--- src/rtl/matrix_pkg.sv ---
// Shared constants and types for the matrix loader and dot-product engine.
// Holds store depths, element/address widths, loader states and store selects.
package matrix_pkg;

    localparam int A_DEPTH    = 4096;
    localparam int B_DEPTH    = 64;
    localparam int DATA_WIDTH = 8;
    localparam int ADDR_W     = $clog2(A_DEPTH);
    localparam int CNT_W      = 16;

    typedef enum logic [2:0] {
        IDLE,
        LOAD_A,
        LOAD_B,
        FLUSH,
        DONE
    } loader_state_t;

    localparam logic WR_SEL_A = 1'b0;
    localparam logic WR_SEL_B = 1'b1;

endpackage

--- src/rtl/sat_counter.sv ---
// Saturating up-counter with synchronous clear.
// Ports: clock, reset (sync, active-high), clr, en -> count.
module sat_counter #(
    parameter int W = 16
) (
    input  logic         clock,
    input  logic         reset,
    input  logic         clr,
    input  logic         en,
    output logic [W-1:0] count
);

    logic [W-1:0] cnt_q;

    // A clear that coincides with en counts its own cycle, so the
    // clearing cycle is included in the measured interval.
    always_ff @(posedge clock) begin
        if (reset) begin
            cnt_q <= '0;
        end else if (clr) begin
            cnt_q <= {{(W-1){1'b0}}, en};
        end else if (en && (cnt_q != '1)) begin
            cnt_q <= cnt_q + W'(1);
        end
    end

    assign count = cnt_q;

endmodule

--- src/rtl/matrix_loader.sv ---
// Streams bytes into the A store then the B store and flags residency.
// Ports: start/in_* stream in; wr_* RAM write port; busy/done/cycle_count/checksum status.
// Optional: LOADER_CHECKSUM_EN builds the 16-bit running checksum.
module matrix_loader
    import matrix_pkg::*;
(
    input  logic                  clock,
    input  logic                  reset,
    input  logic                  start,
    input  logic                  in_valid,
    input  logic [DATA_WIDTH-1:0] in_data,
    output logic                  in_ready,
    output logic                  wr_en,
    output logic                  wr_sel,
    output logic [ADDR_W-1:0]     wr_addr,
    output logic [DATA_WIDTH-1:0] wr_data,
    output logic                  busy,
    output logic                  done,
    output logic [CNT_W-1:0]      cycle_count,
    output logic [CNT_W-1:0]      checksum
);

    localparam logic [ADDR_W-1:0] A_LAST = ADDR_W'(A_DEPTH - 1);
    localparam logic [ADDR_W-1:0] B_LAST = ADDR_W'(B_DEPTH - 1);

    loader_state_t         state_q;
    logic [ADDR_W-1:0]     idx_q;
    logic                  wr_en_q;
    logic                  wr_sel_q;
    logic [ADDR_W-1:0]     wr_addr_q;
    logic [DATA_WIDTH-1:0] wr_data_q;
    logic                  busy_q;
    logic                  done_q;
    logic                  beat;
    logic                  start_ok;

    assign in_ready = (state_q == LOAD_A) || (state_q == LOAD_B);
    assign beat     = in_valid && in_ready;
    assign start_ok = start && ((state_q == IDLE) || (state_q == DONE));

    always_ff @(posedge clock) begin
        if (reset) begin
            state_q   <= IDLE;
            idx_q     <= '0;
            wr_en_q   <= 1'b0;
            wr_sel_q  <= WR_SEL_A;
            wr_addr_q <= '0;
            wr_data_q <= '0;
            busy_q    <= 1'b0;
            done_q    <= 1'b0;
        end else begin
            wr_en_q <= beat;
            if (beat) begin
                wr_sel_q  <= (state_q == LOAD_B) ? WR_SEL_B : WR_SEL_A;
                wr_addr_q <= idx_q;
                wr_data_q <= in_data;
            end
            unique case (state_q)
                IDLE, DONE: begin
                    if (start_ok) begin
                        state_q <= LOAD_A;
                        idx_q   <= '0;
                        busy_q  <= 1'b1;
                        done_q  <= 1'b0;
                    end
                end
                LOAD_A: begin
                    if (beat) begin
                        if (idx_q == A_LAST) begin
                            idx_q   <= '0;
                            state_q <= LOAD_B;
                        end else begin
                            idx_q <= idx_q + ADDR_W'(1);
                        end
                    end
                end
                LOAD_B: begin
                    if (beat) begin
                        if (idx_q == B_LAST) begin
                            idx_q   <= '0;
                            state_q <= FLUSH;
                        end else begin
                            idx_q <= idx_q + ADDR_W'(1);
                        end
                    end
                end
                // Gives the final B write a cycle to commit before done.
                FLUSH: begin
                    state_q <= DONE;
                    busy_q  <= 1'b0;
                    done_q  <= 1'b1;
                end
                default: begin
                    state_q <= IDLE;
                    busy_q  <= 1'b0;
                    done_q  <= 1'b0;
                end
            endcase
        end
    end

    sat_counter #(
        .W(CNT_W)
    ) u_cycles (
        .clock(clock),
        .reset(reset),
        .clr  (start_ok),
        .en   (start_ok || busy_q),
        .count(cycle_count)
    );

`ifdef LOADER_CHECKSUM_EN
    logic [CNT_W-1:0] csum_q;

    always_ff @(posedge clock) begin
        if (reset) begin
            csum_q <= '0;
        end else if (start_ok) begin
            csum_q <= '0;
        end else if (beat) begin
            csum_q <= csum_q + CNT_W'(in_data);
        end
    end

    assign checksum = csum_q;
`else
    assign checksum = '0;
`endif

    assign wr_en   = wr_en_q;
    assign wr_sel  = wr_sel_q;
    assign wr_addr = wr_addr_q;
    assign wr_data = wr_data_q;
    assign busy    = busy_q;
    assign done    = done_q;

endmodule

--- config.mk ---
export PLATFORM = sky130hd
export DESIGN_NAME = matrix_loader
export DESIGN_NICKNAME = d
export VERILOG_FILES = /design/src/rtl/matrix_pkg.sv /design/src/rtl/sat_counter.sv /design/src/rtl/matrix_loader.sv
export SDC_FILE = /design/constraint.sdc
export NUM_CORES = 1
export LEC_CHECK = 0
export BUFFER_PORTS_ARGS = -buffer_cell sky130_fd_sc_hd__buf_2
export CORE_MARGIN = 2
export CORE_UTILIZATION = 35
export DETAILED_ROUTE_END_ITERATION = 8
export PLACE_DENSITY = 0.57
export SYNTH_ARGS = -nofsm -noshare
export SYNTH_HDL_FRONTEND = slang
export SYNTH_SLANG_ARGS = --single-unit
export TNS_END_PERCENT = 50
--- constraint.sdc ---
create_clock -name clock -period 2.75 [get_ports clock]
set_input_delay 0.55 -clock clock [delete_from_list [all_inputs] [get_ports clock]]
set_output_delay 0.55 -clock clock [all_outputs]
set_load 0.005 [all_outputs]
### Yosys cells after proc, flatten, opt, wreduce, memory -nomap -nowiden

Index checks and enable logic that the tools add are counted.

* input port bits: 12
* ROM bits: 0
* latch bits: 0
* flip-flop bits (word level): 55
* memories kept: 0
* bits in writable memories: 0

* bitwise operators: 1
* divide/modulo/power cells: 0
* shifts and indexed selects: 0
* equal/unequal tests: 12
* order comparisons: 0
* multipliers: 0
* mux-type cells: 19
* reduce and logical (&&, ||, !) cells: 15
* $add $sub $neg: 2

Operators with widths (number)
* 12-bit two-way mux: 5
* 12-bit one-hot mux with 3 select lines: 1
* 16-bit by 1-bit adder with 16-bit output, second input constant: 1
* 16-bit inequality test, second input constant: 1
* 3-bit two-way mux: 5
* 12-bit by 1-bit adder with 12-bit output, second input constant: 1
* 12-bit == test, second input constant: 1
* 12-bit by 6-bit == test with 1-bit output, second input constant: 1
* 3-bit one-hot mux with 4 select lines: 1
* 3-bit by 2-bit == test with 1-bit output, second input constant: 2
* 2-bit inequality test, second input constant: 3
* 2-bit OR reduction: 3
* 1-bit two-way mux: 5
* 5-bit AND reduction: 1
* 2-bit by 1-bit inequality test with 1-bit output, second input constant: 2
* 4-bit AND reduction: 1
* 3-bit by 1-bit == test with 1-bit output, second input constant: 1
* 3-bit == test, second input constant: 1
* 1-bit logical AND: 3
* 3-bit logical NOT: 1
* 1-bit logical OR: 3
* 1-bit one-hot mux with 3 select lines: 1
* 3-bit nonzero test: 1
* 1-bit one-hot mux with 2 select lines: 1
* 3 further kinds: 3

### Depth between registers and ports, before layout

Gate-level depths: netlist (run 1).

* depth after elaboration: 7
* gate-level depth with buffers: 6

### Hierarchy

A second synthesis (run 1) with hierarchy kept.

* cells, all modules: 319
* area total of the unflattened synthesis: 2661.3 µm²

Modules (own cells, without submodules)
* matrix_loader: sequential area each 780.7 µm², cells an instance 226, instances 1, area an instance 1850.5 µm²
* sat_counter: sequential area each 320.3 µm², cells an instance 93, instances 1, area an instance 810.8 µm²

### Worst setup path before layout (run 1)

No wires, ideal clock.

* path type: flip-flop to flip-flop
* start: register idx_q[0]
* end: register state_q[0]
* slack: 1.087 ns
* period minus slack after synthesis: 1.663 ns
* cell stages (with the launch flop): 7
* path buffers: 0
* arrival: 1.535 ns
* data required time: 2.622 ns
* cell sequence: dfxtp_1 > ha_1 > and4_1 > nand4_1 > a211oi_2 > mux2i_1 > nor2_1

* longest elaborated chain between the ends: 3

RTL lines
* start, declared: line matrix_loader.sv:27 `logic [ADDR_W-1:0] idx_q;`
* start signal, assigned: line matrix_loader.sv:73 `idx_q <= idx_q + ADDR_W'(1);`
* start signal, assigned: line matrix_loader.sv:83 `idx_q <= idx_q + ADDR_W'(1);`
* 12-bit by 6-bit == test with 1-bit output or 12-bit == test (tied branches): line matrix_loader.sv:79, matrix_loader.sv:69
* 2-bit by 1-bit inequality test with 1-bit output (no line)
* 5-bit AND reduction (no line) *
* end signal, assigned: line matrix_loader.sv:81 `state_q <= FLUSH;`
* end signal, assigned: line matrix_loader.sv:89 `state_q <= DONE;`
* end signal, assigned: line matrix_loader.sv:94 `state_q <= IDLE;`
* end, declared: line matrix_loader.sv:26 `loader_state_t state_q;`

Every way passes the cells marked *; elsewhere a longest branch is shown, timed or not.
A chain may end at the register's enable or synchronous reset.

### Worst setup path after layout (run 1)

* start: register state_q[0]
* end: output in_ready

* longest elaborated chain between the ends: 2

RTL lines
* start signal, assigned: line matrix_loader.sv:43 `state_q <= IDLE;`
* start signal, assigned: line matrix_loader.sv:61 `state_q <= LOAD_A;`
* start signal, assigned: line matrix_loader.sv:71 `state_q <= LOAD_B;`
* 3-bit by 1-bit == test with 1-bit output or 3-bit by 2-bit == test with 1-bit output (tied branches): line matrix_loader.sv:37 `assign in_ready = (state_q == LOAD_A) || (state_q == LOAD_B);`
* 1-bit logical OR *: line matrix_loader.sv:37
* end, declared: line matrix_loader.sv:12 `output logic in_ready,`

Marks and branches as above.

==> results_dict.tcl, run 1 <==
set metrics [dict create \
    netlist_instances 306 \
    io_buffers 52 \
    synth.avg_cell_area_sq_um 8.50 \
    ir_drop_uv 270 \
    synthDistinctLibCells 49 \
    synth_top_area_share_pct 42.3 \
    cp.required_ps 2200 \
    place.gp.congestion 0.888 \
    cts_resized 0 \
    async_reset_ff_share_pct 0 \
    ys_seq_area_share_pct 42.3 \
    grt_first_pass_wirelength_um 9380 \
    numCtsBuffers 5 \
    core_area_sq_um 7210 \
    rows 31 \
    synth_top_area_cell "dfxtp_1" \
    worst_pin_slew_ps 742 \
    synth_edf_count 0 \
    grt_pass1_vias 2007 \
    arrival_ps 1690 \
    critPathMaxFanout 15 \
    totalWireLength_um 5590 \
    cts-htree-levels 2 \
    ios 69 \
    fin_setup_tns_ps 0 \
    dr.pass1.iters 4 \
    rsz0062_at_grt "no" \
    cts_root_buf "clkbuf_8" \
    antenna_found_initial 0 \
    end_kind "output port" \
    clock_latency_ps 300 \
    synth_flop_cell "dfxtp_1" \
    drive_gt1_share_pct 21.7 \
    fin_nets 369 \
    drc 0 \
    area_delta_synth_final_pct 14.1 \
    grt_usage_pct 13.7 \
    post-cts-setup-buffer-count 0 \
    fmax_ghz 0.446 \
    ys_top_cells_by_count "dfxtp_1 (55), nand2_1 (52), nor2_1 (34)" \
    hp-class "reg2reg" \
    die-area_sq_um 8140 \
    worstSetupStartpointType "flop" \
    start_util_pct 36.1 \
    grt_max_degree 32 \
    syn_area_sq_um 2600 \
    p_per_area_nw_per_um2 695 \
    holdBufCountCts 0 \
    hold_violations 0 \
    drt_iter0_drc 53 \
    grt_overflow 0 \
    cts.sinks 55 \
    synth_top_cells_by_area "dfxtp_1 (42%), nand2_1 (7.5%), xnor2_1 (6.4%)" \
    cts.reportedPaths.clkPinSlew_ps 90 \
    antenna_left 0 \
    fin_worst_skew_ps 6.80 \
    die_w_um 90.2 \
    relSlewSlack_pct 50.4 \
    fp.dieH_um 90.2 \
    yosys_warnings 0 \
    diodes 0 \
    cap_viol_max_count 0 \
    wl_per_cell_um 12.3 \
    maxSlewViolCount 0 \
    clk_path_buf_depth 2 \
    vias_per_cell 4.77 \
    setup_viol 0 \
    cts_tree "done" \
    fin_crit_sh_pct 81.5 \
    status "finished clean" \
    via_count 2165 \
    p_total_mw 2.06 \
    synth-seq-cells 55 \
    dp_hpwl_um 3980 \
    p_leak_nw 1.16 \
    fin_crit_ps 2240 \
    fin_area_sq_um 2970 \
    post-synth-top-count-cell "dfxtp_1" \
    place_area_sq_um 2890 \
    crit_type "reg2out" \
]
==> final cells by class <==
type	instances	area, sq um
clock inverters	2	13.8
clock buffers	5	68.8
repair buffers	54	275
well taps	99	124
inverters	1	3.75
flip-flops and latches	55	1100
fillers	790	4250
multi-input cells	238	1380
==> per-stage QoR <==
step,std cells,hold WS [ps],utilization (%),setup WS (ps)
after CTS,454,462,41.1,489
after floorplan,321,453,-,1090
after detailed placement,447,447,40.0,823
final,454,456,41.1,508
after global placement,447,440,40.0,841
after global routing,454,468,41.1,364
==> layout by cell type, fill, tap and decap left out, types with 6 or more instances in the layout <==
cell type,synthesis,layout
a21oi_1,30,30
buf_2,2,52
conb_1,1,16
dfxtp_1,55,55
nand2_1,52,52
nand3_1,9,9
nand4_1,6,6
nor2_1,34,34
nor3_1,12,12
xnor2_1,19,19
==> layer usage <==
metal / part of all wire [%] / wire (um) / vias to the layer above / track usage (%)
met3: 3.9 / 218 / 6 / 2.60
met5: 0 / 0 / - / 0
met2: 47 / 2610 / 60 / 23.8
met4: 0.98 / 55 / 0 / 3.85
li1: - / - / 1109 / -
met1: 48 / 2700 / 990 / 17.4
==> sequential cells by signal, indices dropped and copies added (netlist names) <==
name            cells
u_cycles.count     16
idx_q              12
wr_addr            12
wr_data             8
state_q             3
busy                1
done                1
wr_en               1
wr_sel              1
==> where the power goes <==
part | leakage, nW | internal [mW] | switching, mW | total [mW]
Clock | 0.0440 | 0.175 | 0.253 | 0.428
Combinational | 0.676 | 0.241 | 0.411 | 0.652
Sequential | 0.445 | 0.868 | 0.116 | 0.983
Total | 1.16 | 1.28 | 0.780 | 2.06
==> critical path, stage by stage (launching register included) <==
cell     delay (ps)
dfxtp_1         700
xnor2_1         240
nor2_1          280
buf_2           170
==> path summary, 6_finish.rpt <==
path	endpoint	cells past startpoint	startpoint	slack, ps
min reg2reg	wr_addr[9]	2	wr_addr[9]	460
max	in_ready	3	state_q[0]	510
min	wr_addr[9]	2	wr_addr[9]	460
max reg2reg	idx_q[0]	6	idx_q[0]	840
==> kinds of logic after synthesis <==
logic type | after synthesis | synth area share [%]
other | 1 | 0.144
and+or+nand+nor | 145 | 28.8
buffers and inverters | 28 | 6.73
DFF | 55 | 42.3
muxes | 2 | 0.818
AOI/OAI and AO/OA | 48 | 11.5
xor gates and xnor gates | 24 | 8.37
adders and majority gates | 3 | 1.35
Note: power is estimated with default switching activity, not from simulation.
==> run 2, diff against run 1 <==
--- a/config.mk
+++ b/config.mk
@@ -5,11 +5,12 @@
 export SDC_FILE = /design/constraint.sdc
 export NUM_CORES = 1
 export LEC_CHECK = 0
+export ABC_AREA = 1
 export BUFFER_PORTS_ARGS = -buffer_cell sky130_fd_sc_hd__buf_2
 export CORE_MARGIN = 2
 export CORE_UTILIZATION = 35
 export DETAILED_ROUTE_END_ITERATION = 8
-export PLACE_DENSITY = 0.57
+export PLACE_DENSITY = 0.56
 export SYNTH_ARGS = -nofsm -noshare
 export SYNTH_HDL_FRONTEND = slang
 export SYNTH_SLANG_ARGS = --single-unit
==> constraint.sdc (replaced) <==
create_clock -name clock -period 2.2 [get_ports clock]
set_input_delay 0.44 -clock clock [delete_from_list [all_inputs] [get_ports clock]]
set_output_delay 0.44 -clock clock [all_outputs]
set_load 0.005 [all_outputs]
==> results_dict.tcl, run 2 <==
set metrics [dict create \
    status "finished clean" \
    mostFrequentLayoutCell "nand2_1" \
    maxSlewViolCount 0 \
    synth.area.mux_share_pct 0 \
    drive_gt1_share_pct 21.3 \
    ff2ff_path_depth 8 \
    hold_violations 0 \
    start_util_pct 36.4 \
    grt.busiest_layer "met2" \
    post-cts-setup-buffer-count 0 \
    cts_resized 0 \
    whs_endpoint "wr_data[7]" \
    fin_util_pct 41.3 \
    dr.pass1.iters 4 \
    final_cell_mix "nand2_1 (86), nor2_1 (63), dfxtp_1 (55), buf_2 (52), inv_1 (36)" \
    place.gp.congestion 0.900 \
    synth_flop_cell "dfxtp_1" \
    syn_area_sq_um 2820 \
    p_per_area_nw_per_um2 970 \
    fin_worst_skew_ps 3.31 \
    use_met1_pct 20.7 \
    fp.dieH_um 93.8 \
    dp_hpwl_um 4630 \
    synth_xor_area_share_pct 3.72 \
    synth_top_area_cell "dfxtp_1" \
    ys_seq_area_share_pct 39.0 \
    fill_cells 840 \
    crit_type "reg2reg" \
    drc 0 \
    clk_path_buf_depth 2 \
    antenna_left 0 \
    netlist_instances 400 \
    rsz0062_at_grt "no" \
    r2r_slack_ps 490 \
    cts_root_buf "clkbuf_8" \
    critPathMaxFanout 6 \
    core_area_sq_um 7770 \
    clock_latency_ps 310 \
    ios 69 \
    vias_per_cell 4.57 \
    setup_slack_ps 485 \
    synth_top_family_by_area "simple AND/OR/NAND/NOR gates" \
    fin_crit_ps 1710 \
    rows 32 \
    synth-simple-area-share_pct 31.5 \
    fin_crit_sh_pct 77.9 \
    cts.sinks 55 \
    die-area_sq_um 8800 \
    ir_drop_uv 360 \
    fin_setup_tns_ps 0 \
    holdBufCountCts 0 \
    cp.required_ps 2400 \
    grt_use_met2_pct 23.0 \
    totalWireLength_um 6260 \
    ys_top_cells_by_count "nand2_1 (86), nor2_1 (63), dfxtp_1 (55)" \
    io_buffers 52 \
    p_leak_nw 1.39 \
    synth_edf_count 0 \
    numCtsBuffers 5 \
    area_delta_synth_final_pct 13.6 \
    min_from "in_data[7]" \
    synthDistinctLibCells 31 \
    async_reset_ff_share_pct 0 \
    synth_compound_gate_area_share_pct 12.7 \
    end_kind "flop" \
    post-synth-top-count-cell "nand2_1" \
    hp-class "in2reg" \
    synth_top_area_share_pct 39.0 \
    fmax_ghz 0.583 \
    largest_reg_flops 16 \
    grt_max_degree 31 \
    via_count 2529 \
    antenna_found_initial 0 \
    cts_tree "done" \
    cts-htree-levels 2 \
    synthAdderAreaFrac_pct 0.886 \
    die_w_um 93.8 \
    grt_first_pass_wirelength_um 10500 \
    arrival_ps 1920 \
    yosys_warnings 0 \
    fin_nets 465 \
    fin_area_sq_um 3210 \
    synth-seq-cells 55 \
    r2r-start "idx_q[0]" \
    drt_iter0_drc 133 \
    grt_usage_pct 14.9 \
    synth_top_cells_by_area "dfxtp_1 (39%), nand2_1 (11%), nor2_1 (8.4%)" \
    grt_util_met3_pct 3.45 \
    worstReg2RegEnd "idx_q[8]" \
    diodes 0 \
    synth.avg_cell_area_sq_um 7.06 \
    worstSetupStartpointType "flop" \
    setup_viol 0 \
    grt_overflow 0 \
    place_area_sq_um 3110 \
    cap_viol_max_count 0 \
    preCtsSetupSlack_ps 500 \
    wl_per_cell_um 11.3 \
    grt_pass1_vias 2247 \
    cts.reportedPaths.clkPinSlew_ps 100 \
    hold_depth 3 \
]
run 2: cell count changes in the layout (fill, tap and decap cells not counted), moves of 8 or more:
cell and delta:
a21oi_2 +9, nand2_1 +34, nor3_1 -11, nand2_2 +10, o21ai_0 +19, xnor2_1 -14
a21oi_1 -8, nand3_1 +15, inv_1 +35, nor2_1 +29
run 2: worst max-delay path by stage:
| stage | start | end | slack, ps | depth (start not counted) |
|---|---|---|---|---|
| after floorplan | u_cycles.count[0] | u_cycles.count[11] | 720 | 11 |
| after global placement | u_cycles.count[0] | u_cycles.count[15] | 510 | 10 |
| after detailed placement | u_cycles.count[0] | u_cycles.count[15] | 500 | 10 |
| after CTS | u_cycles.count[0] | u_cycles.count[11] | 480 | 10 |
| after global routing | state_q[1] | wr_addr[7] | 280 | 7 |
| final | idx_q[0] | idx_q[8] | 490 | 8 |
run 2: final cells by class:
type	count	area (sq um)	area share (%)
sequential	55	1100	34.3
clock buffer	6	72.6	2.26
clock inverter	1	30.0	0.936
timing repair buffer	55	283	8.81
tap	102	128	3.98
multi-input combinational	293	1440	44.9
inverter	41	154	4.80
run 2: through the flow:
stage / total power, mW / std cells / hold slack, ps
final: 3.11 / 553 / 385
after CTS: 3.16 / 553 / 375
after global routing: 3.36 / 553 / 403
after floorplan: 2.17 / 415 / 456
after global placement: 2.47 / 546 / 456
after detailed placement: 2.49 / 546 / 459
run 2: cell families after synthesis:
family,Yosys count
adder cells (fa/ha/maj),2
AO/OA/AOI/OAI,61
other,1
AND/OR/NAND/NOR,202
XOR/XNOR,12
buffers and inverters,67
flip-flops,55
run 2: routing by layer:
layer	part of all wire [%]	up-vias	routed length [um]
li1	-	1335	-
met1	51	1116	3220
met2	41	72	2580
met3	6.2	6	389
met4	1.2	0	77
met5	0	-	0
run 2: power by group:
part	internal [mW]	switching (mW)	total [mW]	leakage (nW)
clock	0.334	0.323	0.658	0.0513
combinational	0.391	0.752	1.14	0.894
sequential	1.18	0.127	1.31	0.447
run 2: worst max-delay path: stages (launching register included):
cell and delay, ps:
dfxtp_1 400, ha_1 200, nand2_1 80, nor2_1 170
nand2_1 80, o21bai_1 210, nand3_1 210, nand2_2 190
nor2_1 70
==> run 3, diff against run 2 <==
==> constraint.sdc (replaced) <==
create_clock -name clock -period 1.6 [get_ports clock]
set_input_delay 0.32 -clock clock [delete_from_list [all_inputs] [get_ports clock]]
set_output_delay 0.32 -clock clock [all_outputs]
set_load 0.005 [all_outputs]
==> results_dict.tcl, run 3 (synthesis gave the netlist of run 2 again) <==
set metrics [dict create \
    cts_root_buf "clkbuf_8" \
    cap_viol_max_count 0 \
    rows 32 \
    setup_viol 0 \
    placedCellCount 565 \
    drt_iter0_drc 88 \
    grt_first_pass_wirelength_um 10800 \
    io_buffers 52 \
    cts-htree-levels 2 \
    largest_reg_flops 16 \
    maxSlewViolCount 0 \
    p_sw_mw 1.77 \
    cts.reportedPaths.clkPinSlew_ps 110 \
    place.gp.congestion 0.839 \
    critPathMaxFanout 7 \
    ios 69 \
    place_area_sq_um 3250 \
    drive_gt1_share_pct 27.7 \
    dr.pass1.iters 5 \
    fmax_ghz 0.674 \
    diodes 0 \
    grt_overflow 0 \
    fp.dieH_um 93.8 \
    p_int_mw 2.68 \
    core_area_sq_um 7770 \
    grt_max_degree 31 \
    grt_usage_pct 15.2 \
    cp.required_ps 1850 \
    end_kind "flop" \
    via_count 2634 \
    swShare_pct 39.8 \
    hp-class "in2reg" \
    wl_per_cell_um 11.5 \
    p_total_mw 4.46 \
    arrival_ps 1730 \
    fin_worst_skew_ps 10.4 \
    clk_path_buf_depth 2 \
    mostFrequentLayoutCell "nand2_1" \
    crit_type "reg2reg" \
    fin_util_pct 44.2 \
    numCtsBuffers 5 \
    drc 0 \
    final_cells 578 \
    final_cell_mix "nand2_1 (86), nor2_1 (62), buf_2 (52), dfxtp_1 (51), inv_1 (35)" \
    grt_pass1_vias 2314 \
    fin_crit_ps 1480 \
    ir_drop_uv 521 \
    vias_per_cell 4.56 \
    fin_crit_sh_pct 92.7 \
    seqPwrFrac_pct 40.4 \
    die-area_sq_um 8800 \
    antenna_found_initial 0 \
    p_leak_nw 1.54 \
    fin_area_sq_um 3430 \
    start_util_pct 36.4 \
    cts.sinks 55 \
    totalWireLength_um 6630 \
    status "finished clean" \
    cts_tree "done" \
    area_delta_synth_final_pct 21.6 \
    clock_latency_ps 320 \
    p_comb_share_pct 41.4 \
    p_per_area_nw_per_um2 1300 \
    hold_violations 0 \
    antenna_left 0 \
    worstSetupStartpointType "flop" \
    die_w_um 93.8 \
    p_clk_share_pct 18.2 \
    dp_hpwl_um 4980 \
    fin_nets 489 \
]
run 3: worst max-delay path, stage by stage, from the launching register on:
cell	delay, ps
dfxtp_2	370
ha_4	140
nand2_1	60
inv_2	80
nand2_4	70
nor2_4	150
nand2_2	90
nand2_4	130
buf_6	140
nand2_1	60
a21oi_2	120
run 3: through the flow:
| step | worst slack, ps | setup TNS, ps | hold WS, ps |
|---|---|---|---|
| final | 117 | 0 | 258 |
| after global routing | -21.1 | -29.1 | 258 |
| after CTS | -4.70 | -4.70 | 253 |
| after detailed placement | -33.8 | -187 | 455 |
| after global placement | -20.1 | -106 | 455 |
| after floorplan | 120 | 0 | 456 |
run 3: layout make-up:
type	count	area (sq um)
Fill cell	834	4330
Multi-Input combinational cell	293	1480
Sequential cell	55	1110
Timing Repair Buffer	79	470
Inverter	41	159
Tap cell	102	128
Clock buffer	5	68.8
Clock inverter	3	22.5
run 3: final timing paths:
check	startpoint	end	slack [ps]	cells past startpoint
setup / recovery	u_cycles.count[0]	u_cycles.count[4]	120	10
hold / removal	in_data[2]	wr_data[2]	260	3
setup reg to reg	u_cycles.count[0]	u_cycles.count[4]	120	10
hold reg to reg	done	done	470	2
run 3: per-layer routing:
| layer | GRT usage [%] | part of all wire (%) | vias to the layer above |
|---|---|---|---|
| li1 | - | - | 1386 |
| met1 | 21.5 | 49 | 1175 |
| met2 | 23.7 | 44 | 67 |
| met3 | 2.65 | 6.1 | 6 |
| met4 | 3.99 | 0.83 | 0 |
| met5 | 0 | 0 | - |
run 3: power by group through the flow:
stage / registers (mW) / logic [mW] / clock network (mW)
2_1_floorplan: 1.84 / 1.14 / 0
3_3_place_gp: 1.80 / 1.72 / 0
3_5_place_dp: 1.81 / 1.74 / 0
4_1_cts: 1.78 / 1.76 / 0.850
5_1_grt: 1.84 / 2.11 / 0.900
6_report: 1.80 / 1.85 / 0.811
run 3: repair_timing:
action	CTS	global route
endpoints found under the setup margin	7	39
pin swaps	1	3
buffers inserted	0	5
hold buffers	0	0
gates resized for setup	2	18
